$ cat src/rtl/niu32_io_pkg.sv
// Purpose : shared register map of the Niu32 memory-mapped I/O window.
// Latency : n/a (constants and a pure helper function only).
// Backpressure: n/a.
// Offsets are relative to the window base and are also consumed by the core's
// address decode and the assembler MIF tooling, so keep them stable.
package niu32_io_pkg;

  localparam int WINDOW_SIZE = 512;

  localparam logic [8:0] OFF_HEX       = 9'h000;
  localparam logic [8:0] OFF_LEDR      = 9'h020;
  localparam logic [8:0] OFF_LEDG      = 9'h040;
  localparam logic [8:0] OFF_KEY_LEVEL = 9'h100;
  localparam logic [8:0] OFF_KEY_EDGE  = 9'h104;
  localparam logic [8:0] OFF_KEY_MASK  = 9'h108;
  localparam logic [8:0] OFF_SWITCH    = 9'h120;

  // Registers are word-aligned; the byte lane bits never select a register.
  function automatic logic [8:0] word_off(input logic [8:0] off);
    return {off[8:2], 2'b00};
  endfunction

endpackage

$ cat src/rtl/niu32_debounce.sv
// Purpose : per-channel 2-flop synchroniser followed by a stable-count debouncer.
// Latency : a raw change stable from cycle N shows on o_level in cycle N+2+DEBOUNCE_CYCLES.
// Backpressure: none; free-running every cycle.
// Ports: clk, reset (sync, active-high); i_raw raw async inputs;
//        o_level debounced levels; o_rise one-cycle pulse, high in the cycle
//        whose closing edge raises the corresponding o_level bit.
module niu32_debounce
  import niu32_io_pkg::*;
#(
  parameter int WIDTH           = 1,
  parameter int DEBOUNCE_CYCLES = 65536
) (
  input  logic             clk,
  input  logic             reset,
  input  logic [WIDTH-1:0] i_raw,
  output logic [WIDTH-1:0] o_level,
  output logic [WIDTH-1:0] o_rise
);

  localparam int                CNT_W    = $clog2(DEBOUNCE_CYCLES + 1);
  localparam logic [CNT_W-1:0]  CNT_LAST = CNT_W'(DEBOUNCE_CYCLES - 1);

  logic [WIDTH-1:0] r_sync1;
  logic [WIDTH-1:0] r_sync2;
  logic [WIDTH-1:0] r_level;
  logic [CNT_W-1:0] r_cnt [WIDTH];
  logic [WIDTH-1:0] w_flip;

  // A channel flips once its synchronised input has disagreed with the
  // debounced level for DEBOUNCE_CYCLES consecutive cycles.
  always_comb begin
    w_flip = '0;
    for (int i = 0; i < WIDTH; i++) begin
      w_flip[i] = (r_sync2[i] != r_level[i]) && (r_cnt[i] == CNT_LAST);
    end
  end

  always_ff @(posedge clk) begin
    if (reset) begin
      r_sync1 <= '0;
      r_sync2 <= '0;
      r_level <= '0;
      for (int i = 0; i < WIDTH; i++) begin
        r_cnt[i] <= '0;
      end
    end else begin
      r_sync1 <= i_raw;
      r_sync2 <= r_sync1;
      r_level <= r_level ^ w_flip;
      for (int i = 0; i < WIDTH; i++) begin
        if ((r_sync2[i] == r_level[i]) || w_flip[i]) begin
          r_cnt[i] <= '0;
        end else begin
          r_cnt[i] <= r_cnt[i] + CNT_W'(1);
        end
      end
    end
  end

  assign o_level = r_level;
  assign o_rise  = w_flip & ~r_level;

endmodule

$ cat src/rtl/niu32_io_ctrl.sv
// Purpose : memory-mapped I/O controller (hex/LED outputs, debounced keys/switches, key IRQ).
// Latency : reads return one cycle after re&hit; writes visible the cycle after we&hit.
// Backpressure: none; every in-window access completes in one cycle.
// Ports: clk, reset (sync, active-high); addr/wdata/we/re bus request;
//        hit (combinational window decode); rdata/rvalid registered read return;
//        KEY (active-low), SWITCH raw board inputs; LEDR, LEDG, hex_value board
//        outputs; irq registered key interrupt.
// Optional feature: define NIU32_IO_IRQ_EN to build KEY_MASK and the irq logic;
// without it KEY_MASK reads 0, ignores writes and irq is tied low.
module niu32_io_ctrl
  import niu32_io_pkg::*;
#(
  parameter int                   WORD_SIZE       = 32,
  parameter logic [WORD_SIZE-1:0] BASE_ADDR       = 32'hFFFF0000,
  parameter int                   NUM_HEX         = 4,
  parameter int                   NUM_LEDR        = 10,
  parameter int                   NUM_LEDG        = 8,
  parameter int                   NUM_KEYS        = 4,
  parameter int                   NUM_SWITCHES    = 10,
  parameter int                   DEBOUNCE_CYCLES = 65536
) (
  input  logic                    clk,
  input  logic                    reset,
  input  logic [WORD_SIZE-1:0]    addr,
  input  logic [WORD_SIZE-1:0]    wdata,
  input  logic                    we,
  input  logic                    re,
  output logic                    hit,
  output logic [WORD_SIZE-1:0]    rdata,
  output logic                    rvalid,
  input  logic [NUM_KEYS-1:0]     KEY,
  input  logic [NUM_SWITCHES-1:0] SWITCH,
  output logic [NUM_LEDR-1:0]     LEDR,
  output logic [NUM_LEDG-1:0]     LEDG,
  output logic [4*NUM_HEX-1:0]    hex_value,
  output logic                    irq
);

  localparam int HEX_W = 4 * NUM_HEX;

  logic [WORD_SIZE-1:0]    w_rel;
  logic [8:0]              w_off;
  logic                    w_wr;
  logic                    w_rd;
  logic [WORD_SIZE-1:0]    w_rd_dat;
  logic [NUM_KEYS-1:0]     w_key_level;
  logic [NUM_KEYS-1:0]     w_key_rise;
  logic [NUM_KEYS-1:0]     w_edge_clr;
  logic [NUM_KEYS-1:0]     w_mask_rd;
  logic [NUM_SWITCHES-1:0] w_sw_level;
  logic [NUM_SWITCHES-1:0] w_sw_rise;
  logic                    w_unused_bits;

  logic [HEX_W-1:0]        r_hex;
  logic [NUM_LEDR-1:0]     r_ledr;
  logic [NUM_LEDG-1:0]     r_ledg;
  logic [NUM_KEYS-1:0]     r_key_edge;
  logic [WORD_SIZE-1:0]    r_rdata;
  logic                    r_rvalid;

  // Unsigned distance from the base: anything below the base wraps to a huge
  // value, so one compare covers both ends of the window.
  assign w_rel = addr - BASE_ADDR;
  assign hit   = (w_rel < WORD_SIZE'(WINDOW_SIZE));
  assign w_off = word_off(w_rel[8:0]);
  assign w_wr  = we & hit;
  assign w_rd  = re & hit;

  // Keys are inverted before debouncing so that 1 means pressed everywhere
  // downstream and the all-zero reset state means "nothing pressed".
  niu32_debounce #(
    .WIDTH           (NUM_KEYS),
    .DEBOUNCE_CYCLES (DEBOUNCE_CYCLES)
  ) u_key_db (
    .clk     (clk),
    .reset   (reset),
    .i_raw   (~KEY),
    .o_level (w_key_level),
    .o_rise  (w_key_rise)
  );

  niu32_debounce #(
    .WIDTH           (NUM_SWITCHES),
    .DEBOUNCE_CYCLES (DEBOUNCE_CYCLES)
  ) u_sw_db (
    .clk     (clk),
    .reset   (reset),
    .i_raw   (SWITCH),
    .o_level (w_sw_level),
    .o_rise  (w_sw_rise)
  );

  assign w_edge_clr = (w_wr && (w_off == OFF_KEY_EDGE)) ? wdata[NUM_KEYS-1:0] : '0;

`ifdef NIU32_IO_IRQ_EN
  logic [NUM_KEYS-1:0] r_key_mask;
  logic                r_irq;

  always_ff @(posedge clk) begin
    if (reset) begin
      r_key_mask <= '0;
      r_irq      <= 1'b0;
    end else begin
      if (w_wr && (w_off == OFF_KEY_MASK)) begin
        r_key_mask <= wdata[NUM_KEYS-1:0];
      end
      r_irq <= |(r_key_edge & r_key_mask);
    end
  end

  assign w_mask_rd = r_key_mask;
  assign irq       = r_irq;
`else
  assign w_mask_rd = '0;
  assign irq       = 1'b0;
`endif

  // Read mux sees the pre-write register values, so a same-cycle read/write
  // returns the old contents.
  always_comb begin
    w_rd_dat = '0;
    case (w_off)
      OFF_HEX:       w_rd_dat[HEX_W-1:0]        = r_hex;
      OFF_LEDR:      w_rd_dat[NUM_LEDR-1:0]     = r_ledr;
      OFF_LEDG:      w_rd_dat[NUM_LEDG-1:0]     = r_ledg;
      OFF_KEY_LEVEL: w_rd_dat[NUM_KEYS-1:0]     = w_key_level;
      OFF_KEY_EDGE:  w_rd_dat[NUM_KEYS-1:0]     = r_key_edge;
      OFF_KEY_MASK:  w_rd_dat[NUM_KEYS-1:0]     = w_mask_rd;
      OFF_SWITCH:    w_rd_dat[NUM_SWITCHES-1:0] = w_sw_level;
      default:       w_rd_dat                   = '0;
    endcase
  end

  always_ff @(posedge clk) begin
    if (reset) begin
      r_hex      <= '0;
      r_ledr     <= '0;
      r_ledg     <= '0;
      r_key_edge <= '0;
      r_rdata    <= '0;
      r_rvalid   <= 1'b0;
    end else begin
      if (w_wr && (w_off == OFF_HEX))  r_hex  <= wdata[HEX_W-1:0];
      if (w_wr && (w_off == OFF_LEDR)) r_ledr <= wdata[NUM_LEDR-1:0];
      if (w_wr && (w_off == OFF_LEDG)) r_ledg <= wdata[NUM_LEDG-1:0];
      // Clear first, then OR in new rises: a press landing in the same cycle
      // as its W1C is never lost.
      r_key_edge <= (r_key_edge & ~w_edge_clr) | w_key_rise;
      r_rvalid   <= w_rd;
      if (w_rd) r_rdata <= w_rd_dat;
    end
  end

  assign rdata     = r_rdata;
  assign rvalid    = r_rvalid;
  assign LEDR      = r_ledr;
  assign LEDG      = r_ledg;
  assign hex_value = r_hex;

  // Address/data bits above the register widths and switch rises are not needed.
  assign w_unused_bits = &{1'b0, wdata, w_rel, w_sw_rise};

endmodule

$ cat config.mk
export PLATFORM = sky130hd
export DESIGN_NAME = niu32_io_ctrl
export DESIGN_NICKNAME = d
export VERILOG_FILES = /design/src/rtl/niu32_io_pkg.sv /design/src/rtl/niu32_debounce.sv /design/src/rtl/niu32_io_ctrl.sv
export SDC_FILE = /design/constraint.sdc
export NUM_CORES = 1
export LEC_CHECK = 0
export CAP_MARGIN = 30
export CORE_MARGIN = 1.5
export CORE_UTILIZATION = 63
export CTS_CLUSTER_SIZE = 16
export DETAILED_ROUTE_END_ITERATION = 7
export GPL_TIMING_DRIVEN = 0
export PLACE_DENSITY_LB_ADDON = 0.05
export SYNTH_ARGS = -nofsm -noshare
export SYNTH_HDL_FRONTEND = slang
export SYNTH_SLANG_ARGS = --single-unit
$ cat constraint.sdc
create_clock -name clk -period 6.8 [get_ports clk]
set_input_delay 0.68 -clock clk [delete_from_list [all_inputs] [get_ports clk]]
set_output_delay 0.68 -clock clk [all_outputs]
set_load 0.05 [all_outputs]
==> metrics <==
relative slew slack 0.510; R2R depth 10; Initial DRC Count around 1100; initial antenna violation count 1; Post-synth EDFFs roughly 240; Yosys reg bits ~340; antenna viol nets, final 0; Post-synth top flop edfxtp_1; CP arrival 3.46 ns; crit path launch type input port; dpl cells 2282; RSZ-0062 raised after global routing no; FF-to-FF setup slack roughly 3.9 ns; # port buffers roughly 110; Worst-Skew Late Latency ~0.52 ns; CP Class input port to primary output; first-pass GRT wire length 60.9 mm; part of the power in registers 0.512; total track usage 0.284; initial core utilization 0.639; Seq. cell area 0.00909 mm²; grt total ovfl 0; Syn Inst Count approximately 1600; Fill cells ~1800; final setup TNS 0 ns; die height about 170 µm; Layout Nets about 2100; CTS H-tree depth 2; P_int around 3.5 mW; hold_ws around 0.44 ns; max_cap viols 0; clk sinks between 300 and 400; status finished clean; async set or reset register ratio after synthesis 0; CTS tree yes; total wire length around 38 mm; Synthesis Warnings 0; switching part of the total 0.220; CTS max path bufs 3; skew final 0.0140 ns; worst slew pin tran between 0.7 and 0.8 ns; top-count cell post-synth edfxtp_1; Achievable Freq 241 MHz; Final min period around 4.1 ns; layout cell share with drive strength beyond 1 0.0607; P&R area growth vs syn 22.5%; Gate power share 0.049; Clock Power Share 0.439; final std cells w/o fill approximately 2300; hold buffers post-CTS 0; Worst VDD drop between 0.0002 and 0.00025 V; Post-DP HPWL between 20 and 30 mm; reg2reg start u_sw_db.r_cnt[0][0]; grt met2 use 0.483; worst hold start u_sw_db.r_sync1[8]; synth cell count leaders edfxtp_1 (238), nor2_1 (202), nand3_1 (116); share of the synthesized area in the top cell type 0.432; Max FO, Critical Path 10; core area about 0.026 mm²; vias in the first global route around 12000; Pins Over Slew Limit 0; vias about 13000; count of cell types in the netlist 47; total power approximately 4.5 mW; hold worst-path end u_sw_db.r_sync2[8]; WP data required slightly above 6 ns; synthesized area 0.0166 mm²; syn_area_per_cell 10.5 µm²; routability-driven placement congestion ratio approximately 0.87; post-layout util 0.782; Num CTS Buffers 36; DR WL/cell about 16 µm; most used routing layer met2; net switching power around 990 µW; final hold vios 0; DR vias/cell around 5.5; Seq/Total Area, Yosys 0.549; worst hold path depth 1; chip width approximately 170 µm; met1 usage 0.372; Hold Crit Class register to register; Final setup viols 0; fin crit share 0.609; Critical Path Sink Type primary output; PostCTS Resize Cnt 0; Setup Buffers After CTS 0; Static Leak 7.37 nW; DRC 0; Pre-antenna DRT Iters 5; area occupied by multi-input gates around 0.0078 mm²; pin count of the biggest net entering global routing 15; met3 Track Usage GR 0.0495; Root Driver clkbuf_16; Row Count slightly below 60; Synth area leader edfxtp_1; num ports approximately 150; pwr dens roughly 220 mW/mm²; worst reg2reg endpoint u_sw_db.r_cnt[0][6]; die area 0.0273 mm²; Synth area leaders edfxtp_1 (43%), dfxtp_1 (12%), xor2_1 (5.4%); Reg clk slew, reported paths about 0.06 ns
==> logic make-up (layout without fill, tap and decap cells) <==
| logic type | count (synthesis) | count (layout) | synth area share |
|---|---|---|---|
| buf+inv | 133 | 311 | 0.0371 |
| other cells | 2 | 256 | 0.000454 |
| xor+xnor | 157 | 157 | 0.0831 |
| flops | 335 | 335 | 0.549 |
| compound gates | 215 | 215 | 0.0741 |
| mux | 24 | 24 | 0.0153 |
| simple gates | 686 | 686 | 0.220 |
| fa+ha+maj | 28 | 28 | 0.0212 |
==> state kept, by name, summed over array words and instances, names as in the netlist, named ones only <==
signal and flops:
u_sw_db.r_sync2 10, LEDG 8, LEDR 10, r_key_edge 4, u_key_db.r_cnt 68, u_key_db.r_sync2 4, u_key_db.r_sync1 4, rvalid 1
hex_value 16, rdata 16, u_sw_db.r_sync1 10, u_sw_db.r_cnt 170
==> metal layers <==
layer	vias up	share of wire	wire (µm)
met4	0	0.030	1130
met2	421	0.49	18400
met3	88	0.069	2600
met5	-	0	0
met1	6155	0.42	15800
li1	6332	-	-
==> worst max-delay path: stages <==
cell and delay, ns:
clkdlybuf4s50_1 0.39, nor4_1 0.39, nand4_1 0.51, clkbuf_1 0.43
nor3_1 0.22, clkdlybuf4s50_1 0.84
==> power groups by stage <==
stage	registers, mW	logic, mW	clock network, mW
after CTS	2.31	0.218	2.00
after floorplan	2.34	0.144	0
after global routing	2.32	0.249	2.09
after global placement	2.35	0.211	0
final	2.31	0.223	1.98
after detailed placement	2.36	0.215	0
==> cell type report <==
cell class,instances,share of cell area
sequential,335,0.448
inverter,33,0.00611
timing repair buffer,114,0.0563
clock buffer,46,0.0524
clock inverter,18,0.00716
tap,335,0.0207
multi-input combinational,1365,0.385
antenna,1,0.000123
buffer,100,0.0242
==> metrics by stage <==
| step | setup WS (ns) | area (µm²) |
|---|---|---|
| 5_1_grt | 2.54 | 20300 |
| 6_report | 2.66 | 20300 |
| 3_5_place_dp | 2.72 | 19100 |
| 3_3_place_gp | 2.71 | 19100 |
| 4_1_cts | 2.67 | 20300 |
| 2_1_floorplan | 3.59 | 17500 |
==> cells in the final DEF, fill, tap and decap left out, types with 4 or more instances in the layout <==
master           Yosys  layout
o211ai_1            18      18
inv_1               33      33
a21oi_1             89      89
xor2_1             103     103
and4_1              46      46
or4_1               20      20
nand3_1            116     116
clkinv_2             0       9
clkbuf_1            54      55
clkbuf_8             0       6
and3_1              22      22
nand2_1             75      75
ha_1                28      28
clkdlybuf4s50_1      0     114
nor2_1             202     202
clkbuf_16            0      39
a22oi_1              4       4
mux2_2              11      11
dfxtp_1             97      97
buf_2               20      20
mux2i_1             13      13
o21ai_0             75      75
and2_1              11      11
nor3_1              31      31
nor4_1               7       7
buf_4               20      20
nor4_2               4       4
nor2b_1             26      26
or3_1               47      47
edfxtp_1           238     238
buf_1                4       4
conb_1               2     255
xnor2_1             54      54
a211oi_1             8       8
nand4_1             65      65
o21a_1               4       4
a22o_1              10      10
==> worst max path at each step <==
stage / from / endpoint / slack [ns]
after detailed placement: addr[15] / hit / 2.72
after floorplan: addr[15] / hit / 3.59
after global placement: addr[15] / hit / 2.71
final: addr[15] / hit / 2.66
after global routing: addr[15] / hit / 2.54
after CTS: addr[15] / hit / 2.67
Note: power is estimated with default switching activity, not from simulation.
